<file path="src/rtl/mem_arbiter.sv">
// mem_arbiter: shares one memory port between fetch and data access.
// Data wins ties; a wait counter forces a fetch after MAX_WAIT data grants.
module mem_arbiter #(
  parameter int AW       = 32,
  parameter int DW       = 32,
  parameter int MAX_WAIT = 3
) (
  input  logic          clk,
  input  logic          rst,
  input  logic          if_req,
  input  logic [AW-1:0] if_addr,
  output logic          if_gnt,
  output logic [DW-1:0] if_rdata,
  output logic          if_valid,
  input  logic          dm_req,
  input  logic          dm_we,
  input  logic [AW-1:0] dm_addr,
  input  logic [DW-1:0] dm_wdata,
  output logic          dm_gnt,
  output logic [DW-1:0] dm_rdata,
  output logic          dm_valid,
  output logic          mem_req,
  output logic          mem_we,
  output logic [AW-1:0] mem_addr,
  output logic [DW-1:0] mem_wdata,
  input  logic [DW-1:0] mem_rdata,
  input  logic          mem_ack
);

  typedef enum logic [1:0] {
    IDLE,
    BUSY_IF,
    BUSY_DM
  } state_t;

  localparam logic [3:0] WAIT_MAX = 4'(MAX_WAIT);

  state_t        state_q;
  state_t        state_d;
  logic [3:0]    wait_q;
  logic [3:0]    wait_d;
  logic          pick_dm;
  logic          pick_if;

  logic          mem_req_d;
  logic          mem_we_d;
  logic [AW-1:0] mem_addr_d;
  logic [DW-1:0] mem_wdata_d;
  logic          if_gnt_d;
  logic          dm_gnt_d;
  logic          if_valid_d;
  logic          dm_valid_d;
  logic [DW-1:0] if_rdata_d;
  logic [DW-1:0] dm_rdata_d;

  // Fetch only overrides data once the wait budget is used up.
  assign pick_dm = dm_req && !(if_req && (wait_q == WAIT_MAX));
  assign pick_if = if_req && !pick_dm;

  always_ff @(posedge clk or negedge rst) begin
    if (!rst) begin
      state_q   <= IDLE;
      wait_q    <= '0;
      mem_req   <= 1'b0;
      mem_we    <= 1'b0;
      mem_addr  <= '0;
      mem_wdata <= '0;
      if_gnt    <= 1'b0;
      dm_gnt    <= 1'b0;
      if_valid  <= 1'b0;
      dm_valid  <= 1'b0;
      if_rdata  <= '0;
      dm_rdata  <= '0;
    end else begin
      state_q   <= state_d;
      wait_q    <= wait_d;
      mem_req   <= mem_req_d;
      mem_we    <= mem_we_d;
      mem_addr  <= mem_addr_d;
      mem_wdata <= mem_wdata_d;
      if_gnt    <= if_gnt_d;
      dm_gnt    <= dm_gnt_d;
      if_valid  <= if_valid_d;
      dm_valid  <= dm_valid_d;
      if_rdata  <= if_rdata_d;
      dm_rdata  <= dm_rdata_d;
    end
  end

  always_comb begin
    state_d     = state_q;
    wait_d      = wait_q;
    mem_req_d   = mem_req;
    mem_we_d    = mem_we;
    mem_addr_d  = mem_addr;
    mem_wdata_d = mem_wdata;
    if_gnt_d    = 1'b0;
    dm_gnt_d    = 1'b0;
    if_valid_d  = 1'b0;
    dm_valid_d  = 1'b0;
    if_rdata_d  = if_rdata;
    dm_rdata_d  = dm_rdata;

    unique case (state_q)
      IDLE: begin
        unique case (1'b1)
          pick_dm: begin
            state_d     = BUSY_DM;
            mem_req_d   = 1'b1;
            mem_we_d    = dm_we;
            mem_addr_d  = dm_addr;
            mem_wdata_d = dm_wdata;
            dm_gnt_d    = 1'b1;
            if (if_req && (wait_q != WAIT_MAX))
              wait_d = wait_q + 4'd1;
          end
          pick_if: begin
            state_d     = BUSY_IF;
            mem_req_d   = 1'b1;
            mem_we_d    = 1'b0;
            mem_addr_d  = if_addr;
            mem_wdata_d = '0;
            if_gnt_d    = 1'b1;
            wait_d      = '0;
          end
          default: ;
        endcase
      end
      BUSY_IF: begin
        if (mem_ack) begin
          state_d    = IDLE;
          mem_req_d  = 1'b0;
          mem_we_d   = 1'b0;
          if_rdata_d = mem_rdata;
          if_valid_d = 1'b1;
        end
      end
      BUSY_DM: begin
        if (mem_ack) begin
          state_d    = IDLE;
          mem_req_d  = 1'b0;
          mem_we_d   = 1'b0;
          dm_rdata_d = mem_rdata;
          dm_valid_d = 1'b1;
        end
      end
      default: state_d = IDLE;
    endcase
  end

endmodule

</file>
<file path="config.mk">
export PLATFORM = sky130hd
export DESIGN_NAME = mem_arbiter
export DESIGN_NICKNAME = d
export VERILOG_FILES = /design/src/rtl/mem_arbiter.sv
export SDC_FILE = /design/constraint.sdc
export NUM_CORES = 1
export LEC_CHECK = 0
export CAP_MARGIN = 20
export CORE_ASPECT_RATIO = 1.25
export CORE_UTILIZATION = 45
export CTS_CLUSTER_SIZE = 20
export DETAILED_ROUTE_END_ITERATION = 12
export PLACE_DENSITY_LB_ADDON = 0.08
export SYNTH_ARGS = -nofsm -noshare
export SYNTH_HDL_FRONTEND = slang
export SYNTH_SLANG_ARGS = --single-unit
</file>
<file path="constraint.sdc">
create_clock -name clk -period 2.9 [get_ports clk]
set_input_delay 0.87 -clock clk [delete_from_list [all_inputs] [get_ports clk]]
set_output_delay 0.87 -clock clk [all_outputs]
set_load 0.02 [all_outputs]
</file>
==> flow_summary.json <==
{
  "initial_utilization_pct": 46.59,
  "status": "completed",
  "seqPwrFrac_pct": 30.7,
  "worstMarginPinSlew_ps": 999.4,
  "rows": 46,
  "postSynthCellCount": 512,
  "endpoint": "mem_wdata[30]",
  "io_pins": 268,
  "postCtsHoldBufs": 0,
  "nets": 914,
  "dp_hpwl_mm": 11.54,
  "p_switching_mw": 3.997,
  "hold_ws_ps": 391.5,
  "fin_skew_ps": 10.23,
  "portBuffers": 267,
  "vias": 4997,
  "avgViaCountPerCell": 5.232,
  "area_delta_synth_final_pct": 58.99,
  "final_cells": 955,
  "crit_start": "dm_req",
  "hold_viol": 0,
  "worstReg2RegStart": "wait_q[0]",
  "die_y_um": 130.9,
  "r2r_end": "mem_addr[0]",
  "cts_tree": "done",
  "wl_per_cell_um": 17.25,
  "rsz0062_at_grt": "false",
  "multi_input_area_um2": 2263,
  "slew-limit-headroom_pct": 33.38,
  "power_frac_clock_pct": 21.4,
  "required_ps": 3220,
  "synth_nets": 651,
  "clk_pin_slew_worst_paths_ps": 60,
  "post_cts_buffers": 0,
  "min_period_over_period_pct": 80.58,
  "arrival_ps": 2650,
  "power.density_nw_per_um2": 1155,
  "clock_latency_ps": 410,
  "drc": 0,
  "grt_pass1_wl_mm": 26.10,
  "worstPathMaxFanout": 58,
  "startpoint_type": "primary input",
  "die_area_um2": 13760,
  "synth_seq_area_share_pct": 58.59,
  "ff2ff_path_depth": 4,
  "internal_power_mw": 6.982,
  "dp_cells": 924,
  "fillers": 921,
  "overflow": 0,
  "cap_violations": 0,
  "power_frac_comb_pct": 47.9,
  "fmax_mhz": 427.9,
  "cp-end-kind": "flop",
  "p_leak_nw": 4.095,
  "crit_type": "in -> reg",
  "rrSetupSlack_ps": 900,
  "gp_congestion": 0.7962,
  "cts_resized": 0,
  "htreeDepth": 4,
  "fp.coreArea_um2": 12830,
  "setup_tns_ps": 0,
  "syn_avg_cell_area_um2": 11.68,
  "synth_cell_types": 30,
  "grtUsageTotal_pct": 24.55,
  "clockBufferDepth": 2,
  "yosysWarnings": 0,
  "p_sw_share_pct": 36.41,
  "drtIter0Drc": 286,
  "final_antenna_net_count": 0,
  "wl_mm": 16.48,
  "drive_gt1_share_pct": 18.68,
  "cts_sinks": 140,
  "cts-root-buf": "clkbuf_16",
  "antenna_cells": 0,
  "final_util_pct": 74.07,
  "worstHoldPathType": "in -> async",
  "finalCriticalPeriod_ps": 2337,
  "ys_ff_latch": 140,
  "setup-violations-final": 0,
  "grt_max_degree": 59,
  "grt_pass1_vias": 5242,
  "seqCellArea_um2": 3503,
  "syn_area_um2": 5979,
  "drv_slew": 0,
  "die_w_um": 105.1,
  "firstDrtPassIters": 6,
  "numCtsBuffers": 17,
  "peakVddDrop_v": 0.0005079,
  "antenna_found_initial": 0
}
-- worst max-delay path: stages --
cell and delay [ps]:
clkdlybuf4s50_1 480, buf_4 410, o21a_2 310, buf_12 250, nand2_1 80, o21ai_0 170
-- layer usage --
metal  share of wire [%]  track usage, %
met1                  40           27.99
met2                  52           44.45
met3                 5.5           6.597
met4                 2.2           9.114
met5                   0               0
-- synthesized netlist by cell type, drive strengths merged --
cell / instances / share of area [%]
dfrtp: 140 / 59
nand2: 134 / 8.4
mux2: 65 / 12
o21ai: 37 / 3.1
nand4: 33 / 3.5
o211ai: 32 / 6.5
buf: 31 / 3.0
clkbuf: 8 / 0.56
ha: 5 / 1.0
inv: 4 / 0.25
nand2b: 3 / 0.31
o31ai: 3 / 0.38
a22o: 2 / 0.29
nand3: 2 / 0.17
nor2b: 2 / 0.21
a21oi: 1 / 0.084
a32o: 1 / 0.17
and2: 1 / 0.10
and3: 1 / 0.10
and3b: 1 / 0.15
nand4bb: 1 / 0.19
nor2: 1 / 0.063
nor3b: 1 / 0.13
o21a: 1 / 0.13
o41ai: 1 / 0.27
or2: 1 / 0.10
-- kinds of logic after synthesis --
logic type | count (synthesis) | share of synthesized area (%)
AND/OR/NAND/NOR | 181 | 13.39
AO/OA/AOI/OAI | 78 | 10.94
buffers and inverters | 43 | 3.787
flip-flops | 140 | 58.59
adder cells (fa/ha/maj) | 5 | 1.046
multiplexers | 65 | 12.24
-- metrics by stage --
stage	power, mW	area (um2)	setup WS (ps)
finish	10.98	9507	563.2
global route	11.58	9507	447.4
CTS	11.09	9507	585.1
detailed placement	8.686	8861	151.3
global placement	8.523	8861	208.6
floorplan	6.126	5979	1206
-- power groups by stage --
stage                     Clock, mW  Combinational, mW  Sequential (mW)
final                          2.35               5.26             3.37
after global routing           2.49               5.61             3.48
after CTS                      2.40               5.32             3.37
after detailed placement          0               5.30             3.38
after global placement            0               5.18             3.34
after floorplan                   0               1.68             4.45
-- state kept, by name (all words and copies together) (netlist names) --
name	flops
dm_valid	1
wait_q	4
if_rdata	32
if_valid	1
mem_wdata	32
mem_req	1
mem_addr	32
dm_gnt	1
dm_rdata	32
mem_we	1
state_q	2
if_gnt	1
-- placed cells by master (no fill, tap or decap), drive strengths merged, types with 2 or more instances in the layout --
| cell type | count |
|---|---|
| inv | 5 |
| dfrtp | 140 |
| clkdlybuf4s50 | 266 |
| clkbuf | 18 |
| clkinv | 4 |
| nor2b | 2 |
| buf | 17 |
| mux2 | 65 |
| nand2b | 3 |
| o21ai | 37 |
| clkinvlp | 3 |
| o211ai | 32 |
| a22o | 2 |
| nand4 | 33 |
| nand2 | 134 |
| ha | 5 |
| bufinv | 5 |
| nand3 | 2 |
| o31ai | 3 |
-- worst min path at each step --
stage / cells past startpoint / from / slack, ps / end
final: 1 / rst / 390 / if_rdata[23]
after global routing: 1 / rst / 420 / if_rdata[23]
after CTS: 1 / rst / 400 / if_rdata[23]
after detailed placement: 2 / mem_wdata[28] / 470 / mem_wdata[28]
after global placement: 2 / mem_wdata[23] / 460 / mem_wdata[23]
after floorplan: 2 / wait_q[1] / 480 / wait_q[1]
-- cell type report --
class | instances | area share, %
tap | 168 | 2.211
multi-input combinational | 329 | 23.81
clock inverter | 13 | 2.277
clock buffer | 18 | 4.514
sequential | 140 | 36.85
inverter | 4 | 0.1579
timing repair buffer | 283 | 30.18
Power figures use the tool's default switching activity.
